**src/rtl/fifo_arb_pkg.sv**
```systemverilog
// fifo_arb_pkg: shared constants, FSM encoding and destination decode for the FIFO arbiter.
package fifo_arb_pkg;

    localparam int NUM_PORTS  = 4;
    localparam int DATA_WIDTH = 6;
    localparam int DEST_LSB   = 4;

    typedef enum logic [1:0] {
        IDLE = 2'd0,
        POP  = 2'd1,
        CAPT = 2'd2,
        PUSH = 2'd3
    } state_t;

    function automatic logic [1:0] get_dest(input logic [DATA_WIDTH-1:0] w);
        return 2'(w >> DEST_LSB);
    endfunction

endpackage

```
**src/rtl/rr_grant4.sv**
```systemverilog
// rr_grant4: combinational 4-way round-robin picker; lowest-index fixed priority under ARB_FIXED_PRIO_EN.
module rr_grant4
    import fifo_arb_pkg::*;
(
    input  logic [NUM_PORTS-1:0] req,
    input  logic [1:0]           ptr,
    output logic [1:0]           grant,
    output logic                 valid
);

    logic [1:0] base;
    logic [3:0] rot;
    logic [1:0] off;

`ifdef ARB_FIXED_PRIO_EN
    assign base = 2'd0;
`else
    assign base = ptr;
`endif

    // Rotate so the search always starts at bit 0, then undo the rotation on the index.
    always_comb begin
        rot   = (base == 2'd0) ? req :
                (base == 2'd1) ? {req[0], req[3:1]} :
                (base == 2'd2) ? {req[1:0], req[3:2]} :
                                 {req[2:0], req[3]};
        off   = rot[0] ? 2'd0 : rot[1] ? 2'd1 : rot[2] ? 2'd2 : 2'd3;
        grant = off + base;
        valid = |rot;
    end

endmodule

```
**src/rtl/fifo_rr_arbiter.sv**
```systemverilog
// fifo_rr_arbiter: moves one word per transaction from a round-robin-picked source FIFO to the destination FIFO named in the word.
// Optional build macro ARB_FIXED_PRIO_EN selects lowest-index fixed priority instead of round-robin.
module fifo_rr_arbiter
    import fifo_arb_pkg::*;
(
    input  logic                            clk,
    input  logic                            reset,
    input  logic [NUM_PORTS-1:0]            in_empty,
    input  logic [NUM_PORTS*DATA_WIDTH-1:0] in_data,
    output logic [NUM_PORTS-1:0]            in_pop,
    input  logic [NUM_PORTS-1:0]            out_pausa,
    output logic [NUM_PORTS-1:0]            out_push,
    output logic [DATA_WIDTH-1:0]           out_data,
    output logic [1:0]                      active_src,
    output logic                            arb_idle,
    output logic [7:0]                      words_moved
);

    state_t                  state_q, state_d;
    logic [1:0]              rr_ptr_q, rr_ptr_d;
    logic [1:0]              src_q, src_d;
    logic [1:0]              dest_q, dest_d;
    logic [DATA_WIDTH-1:0]   hold_q, hold_d;
    logic [NUM_PORTS-1:0]    in_pop_q, in_pop_d;
    logic [NUM_PORTS-1:0]    out_push_q, out_push_d;
    logic [DATA_WIDTH-1:0]   out_data_q, out_data_d;
    logic                    arb_idle_q, arb_idle_d;
    logic [7:0]              words_q, words_d;
    logic [1:0]              gnt;
    logic                    gnt_valid;
    logic [DATA_WIDTH-1:0]   sel_word;

    rr_grant4 u_grant (
        .req   (~in_empty),
        .ptr   (rr_ptr_q),
        .grant (gnt),
        .valid (gnt_valid)
    );

    assign sel_word = in_data[src_q*DATA_WIDTH +: DATA_WIDTH];

    always_comb begin
        state_d    = state_q;
        rr_ptr_d   = rr_ptr_q;
        src_d      = src_q;
        dest_d     = dest_q;
        hold_d     = hold_q;
        in_pop_d   = '0;
        out_push_d = '0;
        out_data_d = out_data_q;
        words_d    = words_q;
        case (state_q)
            IDLE: if (gnt_valid) begin
                state_d  = POP;
                src_d    = gnt;
                in_pop_d = 4'b0001 << gnt;
`ifdef ARB_FIXED_PRIO_EN
                rr_ptr_d = 2'd0;
`else
                rr_ptr_d = gnt + 2'd1;
`endif
            end
            POP:  state_d = CAPT;
            CAPT: begin
                hold_d  = sel_word;
                dest_d  = get_dest(sel_word);
                state_d = PUSH;
            end
            PUSH: if (!out_pausa[dest_q]) begin
                out_push_d = 4'b0001 << dest_q;
                out_data_d = hold_q;
                words_d    = words_q + 8'd1;
                state_d    = IDLE;
            end
            default: state_d = IDLE;
        endcase
        arb_idle_d = (state_d == IDLE);
    end

    always_ff @(posedge clk) begin
        if (reset) begin
            state_q    <= IDLE;
            rr_ptr_q   <= '0;
            src_q      <= '0;
            dest_q     <= '0;
            hold_q     <= '0;
            in_pop_q   <= '0;
            out_push_q <= '0;
            out_data_q <= '0;
            arb_idle_q <= 1'b1;
            words_q    <= '0;
        end else begin
            state_q    <= state_d;
            rr_ptr_q   <= rr_ptr_d;
            src_q      <= src_d;
            dest_q     <= dest_d;
            hold_q     <= hold_d;
            in_pop_q   <= in_pop_d;
            out_push_q <= out_push_d;
            out_data_q <= out_data_d;
            arb_idle_q <= arb_idle_d;
            words_q    <= words_d;
        end
    end

    assign in_pop      = in_pop_q;
    assign out_push    = out_push_q;
    assign out_data    = out_data_q;
    assign active_src  = src_q;
    assign arb_idle    = arb_idle_q;
    assign words_moved = words_q;

endmodule
```
**config.mk**
```make
export PLATFORM = sky130hd
export DESIGN_NAME = fifo_rr_arbiter
export DESIGN_NICKNAME = d
export VERILOG_FILES = /design/src/rtl/fifo_arb_pkg.sv /design/src/rtl/rr_grant4.sv /design/src/rtl/fifo_rr_arbiter.sv
export SDC_FILE = /design/constraint.sdc
export NUM_CORES = 1
export LEC_CHECK = 0
export CAP_MARGIN = 10
export CORE_UTILIZATION = 46
export CTS_CLUSTER_DIAMETER = 60
export CTS_CLUSTER_SIZE = 16
export DETAILED_ROUTE_END_ITERATION = 10
export PLACE_DENSITY = 0.95
export SLEW_MARGIN = 20
export SYNTH_ARGS = -nofsm -noshare
export SYNTH_HDL_FRONTEND = slang
export SYNTH_SLANG_ARGS = --single-unit
export TNS_END_PERCENT = 30
```
**constraint.sdc**
```tcl
create_clock -name clk -period 4 [get_ports clk]
set_input_delay 0.8 -clock clk [delete_from_list [all_inputs] [get_ports clk]]
set_output_delay 0.8 -clock clk [all_outputs]
set_load 0.005 [all_outputs]
```
==> metrics.md <==
| Metric | Value |
|---|---|
| Slew @ Worst Pin | 0.840 ns |
| Largest net degree at the start of global routing | 35 |
| Clock root cell | clkbuf_4 |
| Clk_lat worst skew | 0.34 ns |
| Post-Syn Area | 0.00155 sq mm |
| Setup WS pre-CTS | 0.902 ns |
| Setup WS post-layout | 1.32 ns |
| DR WL met2 | 1720 microns |
| # setup viols final | 0 |
| Setup CP Type | in -> reg |
| Setup skew after layout | 0.00893 ns |
| Synth cell types | 28 |
| Finished Core Util | 70.5% |
| Chip Width | 60.0 microns |
| Design Power | 853 uW |
| Vias in the first global route | 1254 |
| Initial antenna violation count | 0 |
| CTS tree | yes |
| Fin Setup TNS | 0 ns |
| Sink Count | 35 |
| Routed len/inst | 12.9 microns |
| Worst EP arrival | 2.89 ns |
| Share of layout cells above drive strength 1 | 7.73% |
| Top routing layer used | met4 |
| Global-route wire length before repair | 5520 microns |
| Max Slew Vio Count | 0 |
| Top cells by area, synth | dfxtp_1 45%, mux4_2 12%, nand2_1 6.8%, nor2_1 5.3%, xor2_1 4.0% |
| Routed WL | 3410 microns |
| Max Fclk | 373 MHz |
| Post-CTS resize count | 0 |
| Worst-path cell chain | clkdlybuf4s50_1, mux4_2, nor2_2, nand4_1, xor2_1, nor2_1 |
| DRC Markers | 0 |
| Outcome | finished, final reports clean |
| Hpwl dp | 2540 microns |
| Worst-path fanout max | 20 |
| Critical Path RT | 4.21 ns |
| Warnings, synthesis | 0 |
| Reg2Reg Launch Point | dest_q[0]$_SDFFE_PP0P_ |
| Final hold vios | 0 |
| Period utilisation layout | 67.1% |
| RSZ-0062 raised after global routing | false |
| H-tree depth | 2 |
| Final Hold Slack | 0.466 ns |
| Element type at the critical path end | register |
| Post-synth EDFFs | 0 |
| Register area share after synthesis | 45.3% |
| Crit path launch | out_pausa[3] |
| Met3 Routed Length | 260 microns |
| FFs w/ async S/R, synth | 0% |
| Leak | 0.000808 uW |
| PortBufs | 58 |
| Via Count | 1395 |
| Hold_buf cts | 0 |
| Initial DRC Count | 45 |
| Max-Slew Margin vs Limit | 44.0% |
| Ant diodes | 0 |
| Synth area leader | dfxtp_1 |
| Syn Inst Count | 162 |
| Total grt overflow | 0 |
| Worst-path clk slew | 0.10 ns |
| Die height | 60.0 microns |
| DRT antenna net count | 0 |
| Avg Inst Size Synth | 9.54 sq um |
| HP Start | hold_q[3]$_SDFFE_PP0P_ |
| PD cells | 387 mW/mm^2 |
| Gpl congestion | 0.765 |
| Via/cell ratio | 5.28 |
| Initial core utilization | 49.4% |
| # IOs | 59 |
| TritonRoute pass-1 iters | 4 |
| Met1 WL | 1380 microns |
| Final net count | 255 |
| Max_cap viols | 0 |
| Area share of the largest cell type after synthesis | 45.3% |
| #FFs+latches synth | 35 |
| Synthesis-to-finish area growth | 42.8% |
| Std-Cell Core Area | 0.00313 sq mm |
| CP max-delay cell | nor2_2 |
| CP Launch Type | input pin |
| Maximum vdd drop | 0.302 mV |
| Syn Nets | 198 |
| Die ar. | 0.00360 sq mm |
| Largest stage delay, worst path | 0.69 ns |
| Rows | 20 |
| Fin crit period | 2.68 ns |
| Max Root-Sink Buffers | 2 |
| Post-CTS Setup Bufs | 0 |
| Hold WC Path Type | reg -> reg |
| Ys flop type | dfxtp_1 |
| Total GRT Usage | 20.9% |
| CTS Buf Count | 5 |
## critical path: cells and delay by family
kind                   cells  cell delay (ns)
buffers and inverters      1             0.41
XOR/XNOR                   1             0.19
multiplexers               1             0.52
AND/OR/NAND/NOR            3             0.97
## kinds of logic (layout without fill, tap and decap cells)
| logic type | after synthesis | in the layout | share of synthesized area (%) |
|---|---|---|---|
| adders and majority gates | 2 | 2 | 1.62 |
| muxes | 14 | 14 | 15.5 |
| AOI/OAI and AO/OA | 18 | 18 | 6.15 |
| and+or+nand+nor | 72 | 72 | 22.1 |
| xor gates and xnor gates | 11 | 11 | 6.23 |
| buffers and inverters | 10 | 68 | 3.00 |
| DFF | 35 | 35 | 45.3 |
## layout by cell type (no fill, tap or decap), drive strengths merged, types with 4 or more instances in the layout
cell type,count
mux2i,6
nand2,28
clkbuf,8
o21ai,5
dfxtp,35
nand4,6
clkdlybuf4s50,57
xor2,7
xnor2,4
nor2,23
a21oi,11
mux4,8
## per-stage QoR
step                      area, sq um  cells
final                            2210    264
after global routing             2210    264
after CTS                        2210    264
after detailed placement         2140    256
after global placement           2140    256
after floorplan                  1550    162
## power by group
part / switching (uW) / internal (uW) / total, uW
clock network: 114 / 103 / 217
logic: 87.2 / 130 / 217
registers: 41.2 / 377 / 418
## layer usage
layer	up-vias	track usage [%]
met5	-	0
met4	0	6.31
met3	5	5.19
met2	57	36.8
met1	652	25.0
li1	681	-
## worst paths after layout
path,endpoint,slack [ns],cells past startpoint
min reg2reg,hold_q[3]$_SDFFE_PP0P_,0.47,2
max reg2reg,words_moved[6]$_SDFFE_PP0P_,1.62,5
min,hold_q[3]$_SDFFE_PP0P_,0.47,2
max,words_moved[6]$_SDFFE_PP0P_,1.32,6
## area by class of cell
class,instances,area [sq um]
clock buffer,8,68.8
fill,246,922
inverter,2,7.51
multi-input combinational,117,798
sequential,35,701
tap,44,55.1
timing repair buffer,58,576
## sequential cells by signal (all words and copies together) (netlist names)
| register | flops |
|---|---|
| active_src | 2 |
| arb_idle | 1 |
| dest_q | 2 |
| hold_q | 4 |
| in_pop | 4 |
| out_data | 6 |
| out_push | 4 |
| rr_ptr_q | 2 |
| state_q | 2 |
| words_moved | 8 |
## Yosys cell counts, drive strengths merged, types with 4 or more instances
library cell	number
dfxtp	35
nand2	28
nor2	23
a21oi	11
mux4	8
xor2	7
mux2i	6
nand4	6
o21ai	5
buf	4
clkbuf	4
xnor2	4
Note: power is estimated with default switching activity, not from simulation.
